--- config.mk ---
export PLATFORM = sky130hd
export DESIGN_NAME = ram_arbiter
export DESIGN_NICKNAME = d
export VERILOG_FILES = /design/src/rtl/ram_arb_pkg.sv /design/src/rtl/ram_arb_grant.sv /design/src/rtl/ram_arbiter.sv
export SDC_FILE = /design/constraint.sdc
export NUM_CORES = 1
export LEC_CHECK = 0
export BUFFER_PORTS_ARGS = -buffer_cell sky130_fd_sc_hd__clkbuf_2
export CAP_MARGIN = 5
export CORE_AREA = 2 2 159 161
export DETAILED_ROUTE_END_ITERATION = 8
export DIE_AREA = 0 0 161 163
export SYNTH_ARGS = -nofsm -noshare
export SYNTH_HDL_FRONTEND = slang
export SYNTH_SLANG_ARGS = --single-unit
--- constraint.sdc ---
create_clock -name clk -period 3.47 [get_ports clk]
set_input_delay 0.8675 -clock clk [delete_from_list [all_inputs] [get_ports clk]]
set_output_delay 0.8675 -clock clk [all_outputs]
set_load 0.1 [all_outputs]
--- src/rtl/ram_arb_pkg.sv ---
// Shared definitions for the RAM bridge arbiter: requester ids and default sizing.
package ram_arb_pkg;

    localparam logic REQ_IF = 1'b0;
    localparam logic REQ_LS = 1'b1;

    localparam int unsigned BUS_WIDTH_DEFAULT  = 32;
    localparam int unsigned DATA_WIDTH_DEFAULT = 32;
    localparam int unsigned STARVE_MAX_DEFAULT = 4;

endpackage

--- src/rtl/ram_arb_grant.sv ---
// Request detection and fixed-priority grant, with a starvation counter that
// force-grants instruction fetch after STARVE_MAX consecutive denied cycles.
module ram_arb_grant
    import ram_arb_pkg::*;
#(
    parameter int unsigned BE_WIDTH   = DATA_WIDTH_DEFAULT / 8,
    parameter int unsigned STARVE_MAX = STARVE_MAX_DEFAULT
) (
    input  logic                clk,
    input  logic                reset,
    input  logic                r0_ren,
    input  logic [BE_WIDTH-1:0] r0_wen,
    input  logic                r1_ren,
    input  logic [BE_WIDTH-1:0] r1_wen,
    output logic                r0_gnt,
    output logic                r1_gnt
);

    localparam int unsigned CNT_W = $clog2(STARVE_MAX + 1);

    logic [CNT_W-1:0] starve_cnt;
    logic             req0;
    logic             req1;
    logic             force0;

    // Load/store wins contention unless fetch has been denied long enough.
    always_comb begin
        req0   = r0_ren | (|r0_wen);
        req1   = r1_ren | (|r1_wen);
        force0 = (starve_cnt == CNT_W'(STARVE_MAX));
        r0_gnt = req0 & (~req1 | force0);
        r1_gnt = req1 & ~r0_gnt;
    end

    always_ff @(posedge clk or posedge reset) begin
        if (reset) begin
            starve_cnt <= '0;
        end else if (~req0 | r0_gnt) begin
            starve_cnt <= '0;
        end else if (!force0) begin
            starve_cnt <= starve_cnt + CNT_W'(1);
        end
    end

endmodule

--- src/rtl/ram_arbiter.sv ---
// Two-requester arbiter in front of the RAM bridge: forwards the granted access
// and steers the next-cycle read data back to the requester that issued it.
module ram_arbiter
    import ram_arb_pkg::*;
#(
    parameter int unsigned BUS_WIDTH  = BUS_WIDTH_DEFAULT,
    parameter int unsigned DATA_WIDTH = DATA_WIDTH_DEFAULT,
    parameter int unsigned STARVE_MAX = STARVE_MAX_DEFAULT
) (
    input  logic                    clk,
    input  logic                    reset,

    input  logic                    r0_ren,
    input  logic [DATA_WIDTH/8-1:0] r0_wen,
    input  logic [BUS_WIDTH-1:0]    r0_raddr,
    input  logic [BUS_WIDTH-1:0]    r0_waddr,
    input  logic [DATA_WIDTH-1:0]   r0_wdata,
    output logic                    r0_gnt,
    output logic                    r0_rvalid,
    output logic [DATA_WIDTH-1:0]   r0_rdata,

    input  logic                    r1_ren,
    input  logic [DATA_WIDTH/8-1:0] r1_wen,
    input  logic [BUS_WIDTH-1:0]    r1_raddr,
    input  logic [BUS_WIDTH-1:0]    r1_waddr,
    input  logic [DATA_WIDTH-1:0]   r1_wdata,
    output logic                    r1_gnt,
    output logic                    r1_rvalid,
    output logic [DATA_WIDTH-1:0]   r1_rdata,

    output logic                    m_ren,
    output logic [DATA_WIDTH/8-1:0] m_wen,
    output logic [BUS_WIDTH-1:0]    m_raddr,
    output logic [BUS_WIDTH-1:0]    m_waddr,
    output logic [DATA_WIDTH-1:0]   m_wdata,
    input  logic [DATA_WIDTH-1:0]   m_rdata
);

    localparam int unsigned BE_WIDTH = DATA_WIDTH / 8;

    logic rd_pend;
    logic rd_owner;

    ram_arb_grant #(
        .BE_WIDTH   (BE_WIDTH),
        .STARVE_MAX (STARVE_MAX)
    ) u_grant (
        .clk    (clk),
        .reset  (reset),
        .r0_ren (r0_ren),
        .r0_wen (r0_wen),
        .r1_ren (r1_ren),
        .r1_wen (r1_wen),
        .r0_gnt (r0_gnt),
        .r1_gnt (r1_gnt)
    );

    // Bridge-side mux; an idle bus is driven to all zeros.
    always_comb begin
        m_ren   = 1'b0;
        m_wen   = '0;
        m_raddr = '0;
        m_waddr = '0;
        m_wdata = '0;
        if (r1_gnt) begin
            m_ren   = r1_ren;
            m_wen   = r1_wen;
            m_raddr = r1_raddr;
            m_waddr = r1_waddr;
            m_wdata = r1_wdata;
        end else if (r0_gnt) begin
            m_ren   = r0_ren;
            m_wen   = r0_wen;
            m_raddr = r0_raddr;
            m_waddr = r0_waddr;
            m_wdata = r0_wdata;
        end
    end

    // One-deep read tracker; a new read may be issued every cycle.
    always_ff @(posedge clk or posedge reset) begin
        if (reset) begin
            rd_pend  <= 1'b0;
            rd_owner <= REQ_IF;
        end else begin
            rd_pend  <= m_ren;
            rd_owner <= r1_gnt ? REQ_LS : REQ_IF;
        end
    end

    always_comb begin
        r0_rvalid = rd_pend & (rd_owner == REQ_IF);
        r1_rvalid = rd_pend & (rd_owner == REQ_LS);
        r0_rdata  = r0_rvalid ? m_rdata : '0;
        r1_rdata  = r1_rvalid ? m_rdata : '0;
    end

endmodule

==> impl_metrics.csv, run 1 <==
group,metric,value,unit
run_status,status,"completed",
logic_synthesis,synth_compound_area_share,62.3,%
cells_and_area,layout_commonest_cell,"clkbuf_2",
worst_setup_path,critical_path_class,"input port to output pin",
logic_synthesis,synth_xor_area_share,0.330,%
floorplan,coreArea,24700,um^2
timing,rsz0062_at_grt,"true",
floorplan,start_util,10.8,%
placement,dpl_cell_area,7540,um^2
logic_synthesis,synthSimpleGateAreaFrac,19.1,%
timing,worstMarginPinSlew,829,ps
cts,clock-sinks,5,
pwr,power_density,921,nW/um^2
global_route,grt_max_degree,73,
min_path,hold_depth,1,
logic_synthesis,synth_top_family_by_area,"compound AO/OA/AOI/OAI gates",
cts,numCtsBuffers,3,
cells_and_area,nNetsFinal,1074,
logic_synthesis,yosysSeqAreaShare,4.72,%
route,wl_per_cell,15.8,um
cells_and_area,drive_above_1_share,58.7,%
route,first_pass_iters,4,
cells_and_area,areaGrowthSynthToFinish,190,%
route,ant_nets,0,
cts,htree_levels,1,
route,viasPerCell,4.54,
cells_and_area,final_area,7690,um^2
timing,max_freq,289,MHz
floorplan,die_w,161,um
cts,cts-hold-fix-buffers,0,
worst_setup_path,crit_arrival,2590,ps
route,vias,5285,
global_route,grt_pass1_vias,5176,
worst_setup_path,required,2600,ps
placement,gp_congestion,0.790,
cells_and_area,fill_cells,2597,
timing,fin_crit_sh,99.7,%
cells_and_area,final_util,31.2,%
logic_synthesis,dominantRegCellSynth,"dfrtp_1",
worst_setup_path,critPathCaptureType,"output pin",
pwr,power.leakage,3.50,nW
placement,io_buffers,404,
logic_synthesis,synth-edff-count,0,
worst_setup_path,crit_path_start_kind,"input port",
cts,cts_tree,"yes",
cells_and_area,seq_area,125,um^2
floorplan,die-area,26200,um^2
timing,slew_headroom,44.8,%
timing,clock_skew,1.48,ps
floorplan,num_io_pins,405,
global_route,track_usage,13.1,%
route,finalWirelength,18.5,mm
logic_synthesis,syn-num-nets,706,
timing,fin_crit,3460,ps
logic_synthesis,synth_cell_types,26,
route,route.detailed.drc,0,
cts,path_clk_slew,30,ps
logic_synthesis,synthArstFlopShare,100,%
global_route,grt_pass1_wl,28.2,mm
job,drv_cap,0,
timing,setup_viol,0,
cts,worstSkewPairLatency,230,ps
cts,cts_setup_buffers,0,
timing,drv_slew,0,
cts,clock-root-buffer,"clkbuf_16",
logic_synthesis,synth_fa_ha_area_share,0.943,%
timing,hold_viol_final,0,
worst_setup_path,cp_max_fo,36,
logic_synthesis,netlist_area,2650,um^2
logic_synthesis,ys_ff_latch,5,
global_route,globalRouteOverflowTotal,0,
floorplan,fp.dieH,163,um
pwr,ir_worst_vdd,0.440,mV
worst_setup_path,r2r_cells,6,
logic_synthesis,yosysWarnings,0,
cells_and_area,multi_input_area,2610,um^2
cells_and_area,num_antenna_cells,0,
global_route,antenna_found_initial,0,
cells_and_area,layout_common_cells,"clkbuf_2 (268), o21ai_0 (175), buf_12 (146)",
logic_synthesis,synth.area.mux_share,0,%
route,drt_iter0_markers,245,
logic_synthesis,synth_cells,468,
worst_setup_path,reg2reg_slack,1820,ps
cts,clockBufferDepth,2,
min_path,hp-class,"flip-flop to flip-flop",
placement,dp_hpwl,14.5,mm
floorplan,rows,58,
logic_synthesis,syn_avg_cell_area,5.67,um^2
## sequential cells by signal, summed over array words and instances (netlist names)
signal,count
rd_owner,1
rd_pend,1
u_grant.starve_cnt,3
## metal layers
metal	part of all wire, %	GRT usage, %	vias to the layer above
met3	7.9	2.52	17
met2	54	25.9	288
li1	-	-	2512
met5	0	0	-
met1	37	14.6	2468
met4	1.1	2.03	0
## report_power, final
part           leakage, nW  total (mW)  switching, mW  internal, mW
registers           0.0582       0.131         0.0480        0.0833
clock network       0.0382       0.191         0.0388         0.152
logic                 3.40        6.76           4.63          2.13
## layout make-up
| cell class | count | share of cell area [%] |
|---|---|---|
| clock buffer | 4 | 1.02 |
| inverter | 5 | 0.244 |
| multi-input combinational | 383 | 34.0 |
| sequential | 5 | 1.63 |
| tap | 330 | 5.37 |
| timing repair buffer | 438 | 57.8 |
## synth_stat cells (all sizes together), types with 2 or more instances
cell    count  area share [%]
a21oi       2            0.38
inv         5            0.71
or2         4            0.94
ha          2            0.94
nor3        3            0.57
o22ai      96              23
nor2        3            0.42
o221a       3             1.3
o21ai     193              36
and3       32             7.5
dfrtp       5             4.7
or4         2            0.57
and2       34             8.0
buf         9             2.6
clkbuf     66             9.3
## worst max-delay path, cell delays in order
cell      delay, ps
clkbuf_2        100
or4_4           590
o21a_4          250
buf_12          180
o22ai_1         340
buf_12          220
## per-stage QoR
stage,hold WS [ps],instances,setup WS [ps],TNS [ps],power [mW]
floorplan,443,468,-872,-66390,4.55
global placement,459,1161,-47.8,-198,6.86
detailed placement,465,1161,-51.3,-218,6.89
CTS,490,1165,-17.8,-133,7.10
global route,500,1165,-18.7,-99.4,7.28
finish,484,1165,9.51,0,7.08
## what timing repair did
| action | 4_1_cts | 5_1_grt |
|---|---|---|
| hold endpoints to repair | 0 | 0 |
| resized for setup | 5 | 19 |
| endpoints found under the setup margin | 16 | 35 |
## logic make-up (layout without fill, tap and decap cells)
| group | after synthesis | count (layout) |
|---|---|---|
| AO/OA/AOI/OAI | 299 | 299 |
| XOR/XNOR | 1 | 1 |
| adder cells (fa/ha/maj) | 2 | 2 |
| buffers and inverters | 80 | 447 |
| flip-flops | 5 | 5 |
| AND/OR/NAND/NOR | 81 | 81 |
## worst paths after layout
path                                                   start                                end
max                                                r0_wen[2]                         m_raddr[0]
min                        u_grant.starve_cnt[0]$_DFFE_PP0P_  u_grant.starve_cnt[0]$_DFFE_PP0P_
max reg2reg                u_grant.starve_cnt[0]$_DFFE_PP0P_                  rd_pend$_DFF_PP0_
min reg2reg                u_grant.starve_cnt[0]$_DFFE_PP0P_  u_grant.starve_cnt[0]$_DFFE_PP0P_
max in group asynchronous                              reset                 rd_owner$_DFF_PP0_
min in group asynchronous                              reset                  rd_pend$_DFF_PP0_
(Power assumes the default switching activity.)
==> run 2: changes to the inputs <==
- CORE_AREA: 2 2 159 161 -> 2 2 158 160
- DIE_AREA: 0 0 161 163 -> 0 0 160 162
- clock period: 3.47 -> 2.91 ns (I/O delays scaled with it)
==> run 2 against run 1 <==
Effect of this change: the flow now finishes with violations (negative setup slack); sequential share of layout area decreased by 0.34 points; first-iteration DRC count decreased by 2.4%; largest power group unchanged; clock skew about the same; utilization increased by 9.1 points; clock power increased by 20%; sequential power increased by 15%; critical endpoint is now m_raddr[3]; clock-buffer cell count unchanged; critical path type unchanged; register-to-register slack got worse by 570 ps; power increased by 33%; wire length increased by 23%; non-clock buffer count increased by 103; combinational power increased by 34%; highest routed layer unchanged; largest cell class unchanged.
==> impl_metrics.csv, run 2 (synthesis gave the netlist of run 1 again) <==
group,metric,value,unit
timing,hold_viol_final,0,
global_route,antenna_found_initial,0,
cells_and_area,fill_cells,2322,
cts,cts-hold-fix-buffers,0,
pwr,ir_worst_vdd,0.585,mV
cells_and_area,largest_reg_flops,3,
pwr,power.leakage,4.37,nW
cells_and_area,top_regs,"u_grant.starve_cnt: 3 flops, rd_owner: 1 flops, rd_pend: 1 flops",
floorplan,start_util,11.0,%
worst_setup_path,crit_path_start_kind,"input port",
run_status,violations,"negative setup slack",
worst_setup_path,critPathCaptureType,"output pin",
global_route,globalRouteOverflowTotal,0,
placement,io_buffers,404,
route,vias,5799,
timing,setup_ws,-258,ps
floorplan,die_w,160,um
pwr,fin_total_pwr,9.43,mW
floorplan,coreArea,24100,um^2
run_status,status,"finished, violations left",
cells_and_area,multi_input_area,3550,um^2
global_route,grt_max_degree,62,
route,viasPerCell,4.59,
cells_and_area,num_antenna_cells,0,
route,finalWirelength,22.6,mm
cts,cts_tree,"yes",
timing,worstMarginPinSlew,604,ps
timing,setup_viol,102,
cts,clockBufferDepth,2,
floorplan,fp.dieH,162,um
cells_and_area,areaGrowthSynthToFinish,266,%
job,drv_cap,0,
floorplan,num_io_pins,405,
timing,max_freq,316,MHz
cts,htree_levels,1,
cts,worstSkewPairLatency,230,ps
cells_and_area,layout_common_cells,"clkbuf_2 (265), buf_12 (154), buf_4 (100)",
worst_setup_path,crit_arrival,2440,ps
cells_and_area,fin_cells,1263,
cts,path_clk_slew,30,ps
worst_setup_path,required,2180,ps
cells_and_area,largest-register,"u_grant.starve_cnt",
global_route,track_usage,15.3,%
cells_and_area,layout_commonest_cell,"clkbuf_2",
timing,slew_headroom,59.7,%
timing,clock_skew,1.50,ps
global_route,grt_pass1_vias,5806,
worst_setup_path,cp_max_fo,24,
cts,numCtsBuffers,3,
global_route,grt_pass1_wl,32.2,mm
route,ant_nets,0,
timing,fin_crit_sh,109,%
placement,gp_congestion,0.833,
placement,dp.cells,1245,
worst_setup_path,critical_path_class,"input port to output pin",
floorplan,rows,57,
timing,fin_crit,3170,ps
min_path,hp-class,"input port to asynchronous set/reset pin",
route,first_pass_iters,4,
floorplan,die-area,25900,um^2
route,route.detailed.drc,0,
cts,clock-sinks,5,
pwr,power_density,972,nW/um^2
timing,rsz0062_at_grt,"true",
cells_and_area,nNetsFinal,1178,
placement,dp_hpwl,16.2,mm
route,drt_iter0_markers,239,
timing,drv_slew,0,
cells_and_area,drive_above_1_share,73.2,%
cts,clock-root-buffer,"clkbuf_16",
route,wl_per_cell,17.9,um
cells_and_area,seq_area,125,um^2
## run 2: cell count changes in the layout (fill, tap and decap cells not counted), moves of 13 or more
cell / change
o22ai_2: +24
o22ai_4: +36
o21ai_2: +19
o22ai_1: -60
o21ai_4: +13
buf_4: +76
o21ai_1: +46
o21ai_0: -78
## run 2: routing by layer
layer,share of wire (%),vias up,track usage [%]
li1,-,2731,-
met1,37,2724,17.3
met2,53,302,29.2
met3,7.2,42,3.55
met4,2.5,0,3.56
met5,0,-,0
## run 2: area by class of cell
cell class / instances / share of cell area, %
clock buffers: 4 / 0.813
inverters: 5 / 0.193
multi-input cells: 384 / 36.6
flip-flops and latches: 5 / 1.29
well taps: 324 / 4.18
repair buffers: 541 / 57.0
## run 2: worst paths after layout
check                                                  startpoint                                end  slack (ps)  cells after the start
worst min register to register  u_grant.starve_cnt[0]$_DFFE_PP0P_  u_grant.starve_cnt[0]$_DFFE_PP0P_         500                      1
worst max register to register  u_grant.starve_cnt[0]$_DFFE_PP0P_                  rd_pend$_DFF_PP0_        1250                      6
min in group clk                u_grant.starve_cnt[0]$_DFFE_PP0P_  u_grant.starve_cnt[0]$_DFFE_PP0P_         500                      1
worst max-delay path                                    r0_wen[2]                         m_raddr[3]        -260                      6
max in group asynchronous                                   reset  u_grant.starve_cnt[0]$_DFFE_PP0P_        2360                      2
worst min-delay path                                        reset                  rd_pend$_DFF_PP0_         370                      2
## run 2: through the flow
step	area [um^2]	setup TNS, ps	util, %	worst slack (ps)	hold WS [ps]
after floorplan	3300	-77230	-	-1150	443
after global placement	8540	-21850	35.4	-309	460
after detailed placement	8540	-23430	35.4	-310	482
after CTS	9170	-17670	38.0	-250	378
after global routing	9700	-22010	40.2	-289	393
final	9700	-18490	40.2	-258	374
## run 2: critical path, stage by stage
cell and delay (ps):
buf_6 90, or4_4 580, o21a_4 340, buf_12 230, o22ai_2 250, buf_12 200
## run 2: where the power goes
part / internal (mW) / total (mW) / switching [mW]
logic: 3.10 / 9.05 / 5.95
registers: 0.0996 / 0.150 / 0.0500
clock network: 0.182 / 0.229 / 0.0474
## run 2: what timing repair did
action	4_1_cts	5_1_grt
cloned	4	5
hold endpoints to repair	0	0
pin swaps	6	10
gates resized for setup	127	111
setup endpoints to repair	103	103
buffers inserted	4	3
==> run 3: changes to the inputs <==
- ABC_AREA: unset -> 1
- HOLD_SLACK_MARGIN: unset -> 0.08
==> run 3 against run 2 <==
Effect of this change: the run now ends clean; area after synthesis down 21%; worst hold slack improved by 30 ps; wire length decreased by 25%; critical endpoint is now m_wdata[15].
==> impl_metrics.csv, run 3 <==
group,metric,value,unit
logic_synthesis,syn_avg_cell_area,4.39,um^2
pwr,power_density,1250,nW/um^2
floorplan,start_util,8.65,%
worst_setup_path,crit_path_start_kind,"input port",
logic_synthesis,synth_top_area_share,37.6,%
logic_synthesis,synthSimpleGateAreaFrac,75.5,%
timing,worstMarginPinSlew,594,ps
route,vias,4615,
job,drv_cap,0,
floorplan,num_io_pins,405,
pwr,power.leakage,3.94,nW
cells_and_area,fill_cells,2583,
logic_synthesis,dominantRegCellSynth,"dfrtp_1",
placement,dp_hpwl,13.3,mm
cells_and_area,layout_common_cells,"clkbuf_2 (268), nand2_1 (169), buf_12 (133)",
cts,numCtsBuffers,3,
cts,cts-hold-fix-buffers,0,
cts,path_clk_slew,30,ps
floorplan,fp.dieH,162,um
global_route,track_usage,11.2,%
cells_and_area,nNetsFinal,1110,
logic_synthesis,synth_top_cell_by_area,"nand2_1",
logic_synthesis,synth.top_cells.by_area,"nand2_1 (38%), nand3_1 (24%), nor2_1 (13%)",
logic_synthesis,synthArstFlopShare,100,%
cts,clockBufferDepth,2,
timing,drv_slew,0,
route,route.detailed.drc,0,
cells_and_area,largest-register,"u_grant.starve_cnt",
global_route,grt_pass1_wl,23.2,mm
logic_synthesis,synth_cells,475,
logic_synthesis,synth-edff-count,0,
cells_and_area,drive_above_1_share,58.8,%
worst_setup_path,critPathCaptureType,"output pin",
timing,fin_crit,2870,ps
cts,cts_tree,"yes",
logic_synthesis,synth.area.mux_share,0,%
timing,fin_crit_sh,98.8,%
timing,setup_ws,35.5,ps
route,viasPerCell,3.86,
logic_synthesis,netlist_area,2090,um^2
cts,worstSkewPairLatency,220,ps
floorplan,coreArea,24100,um^2
min_path,hp-class,"input port to asynchronous set/reset pin",
logic_synthesis,ys_ff_latch,5,
global_route,grt_max_degree,61,
cells_and_area,largest_reg_flops,3,
logic_synthesis,yosysSeqAreaShare,6.00,%
logic_synthesis,synth_xor_area_share,0.420,%
timing,clock_skew,1.62,ps
logic_synthesis,syn-num-nets,713,
logic_synthesis,synth_top_family_by_area,"simple AND/OR/NAND/NOR gates",
placement,gp_congestion,0.829,
route,drt_iter0_markers,212,
logic_synthesis,synthTopCellsByCount,"nand2_1 (209), nand3_1 (101), nor2_1 (73)",
timing,hold_slack,404,ps
route,first_pass_iters,4,
worst_setup_path,r2r_cells,7,
logic_synthesis,synth_fa_ha_area_share,1.20,%
timing,max_freq,348,MHz
worst_setup_path,crit_arrival,2150,ps
route,ant_nets,0,
placement,io_buffers,404,
cells_and_area,num_antenna_cells,0,
worst_setup_path,cp_max_fo,7,
logic_synthesis,synth_most_common_cell,"nand2_1",
cells_and_area,top_regs,"u_grant.starve_cnt: 3 flops, rd_owner: 1 flops, rd_pend: 1 flops",
cells_and_area,layout_commonest_cell,"clkbuf_2",
worst_setup_path,required,2180,ps
logic_synthesis,synth_compound_area_share,0.780,%
global_route,globalRouteOverflowTotal,0,
timing,slew_headroom,60.4,%
route,wl_per_cell,14.2,um
run_status,status,"completed",
timing,setup_viol,0,
placement,dp_worst_setup_slack,-199,ps
floorplan,die_w,160,um
timing,hold_viol_final,0,
pwr,ir_worst_vdd,0.550,mV
cts,clock-root-buffer,"clkbuf_16",
logic_synthesis,yosysWarnings,0,
global_route,antenna_found_initial,0,
logic_synthesis,synth_cell_types,13,
timing,rsz0062_at_grt,"true",
cells_and_area,areaGrowthSynthToFinish,240,%
global_route,grt_pass1_vias,4520,
floorplan,die-area,25900,um^2
cts,htree_levels,1,
pwr,fin_total_pwr,8.90,mW
worst_setup_path,critical_path_class,"input port to output pin",
floorplan,rows,57,
cts,clock-sinks,5,
route,finalWirelength,16.9,mm
run 3: cell types whose count changed in the layout (fill, tap and decap cells not counted), sizes merged, moves of 39 or more:
cell,before,now
o21ai,193,0
inv,5,44
nand2,0,209
nand3,0,102
nor2,3,73
o22ai,96,0
buf,272,157
run 3: stage by stage:
stage / instances / util, % / setup TNS (ps) / cell area, um^2
floorplan: 475 / - / 0 / 2350
global placement: 1182 / 27.9 / -4080 / 6720
detailed placement: 1182 / 27.9 / -8070 / 6720
CTS: 1189 / 28.5 / 0 / 6880
global route: 1195 / 29.5 / -1470 / 7100
finish: 1195 / 29.5 / 0 / 7100
run 3: kinds of logic after synthesis:
kind of cell	after synthesis
simple gates	384
buf+inv	82
flops	5
fa+ha+maj	2
compound gates	1
xor+xnor	1
run 3: power by group:
group / internal [mW] / switching (mW)
clock network: 0.181 / 0.0416
registers: 0.101 / 0.0199
logic: 2.66 / 5.90
total: 2.94 / 5.96
run 3: cell type report:
| type | count | area, um^2 | share of cell area [%] |
|---|---|---|---|
| inverters | 44 | 165 | 2.33 |
| well taps | 324 | 405 | 5.71 |
| multi-input cells | 388 | 1990 | 28.1 |
| repair buffers | 430 | 4330 | 61.0 |
| flip-flops and latches | 5 | 125 | 1.76 |
| clock buffers | 4 | 78.8 | 1.11 |
run 3: worst paths after layout:
path | from | end | slack (ps)
min in group clk | u_grant.starve_cnt[0]$_DFFE_PP0P_ | u_grant.starve_cnt[0]$_DFFE_PP0P_ | 470
hold / removal | reset | u_grant.starve_cnt[0]$_DFFE_PP0P_ | 400
setup reg to reg | u_grant.starve_cnt[0]$_DFFE_PP0P_ | rd_owner$_DFF_PP0_ | 1360
setup / recovery | r0_ren | m_wdata[15] | 40
hold reg to reg | u_grant.starve_cnt[0]$_DFFE_PP0P_ | u_grant.starve_cnt[0]$_DFFE_PP0P_ | 470
max in group asynchronous | reset | rd_owner$_DFF_PP0_ | 2320
run 3: critical path: stages:
cell,delay [ps]
buf_2,120
nor2_2,100
buf_6,110
nand3_4,100
a21oi_4,260
clkbuf_16,220
buf_6,150
nand2_1,60
nand2_1,100
buf_12,190
run 3: repair_timing:
action,in CTS,in global routing
cloned,1,8
gates resized for setup,10,34
buffers inserted,2,0
setup endpoints to repair,98,72
pin swaps,1,5
run 3: metal layers:
layer / vias to the layer above / wire, um / GRT usage [%] / share of wire (%)
met1: 2055 / 6080 / 11.8 / 36
li1: 2244 / - / - / -
met5: - / 0 / 0 / 0
met2: 296 / 8930 / 21.9 / 53
met3: 20 / 1600 / 2.96 / 9.5
met4: 0 / 322 / 3.03 / 1.9
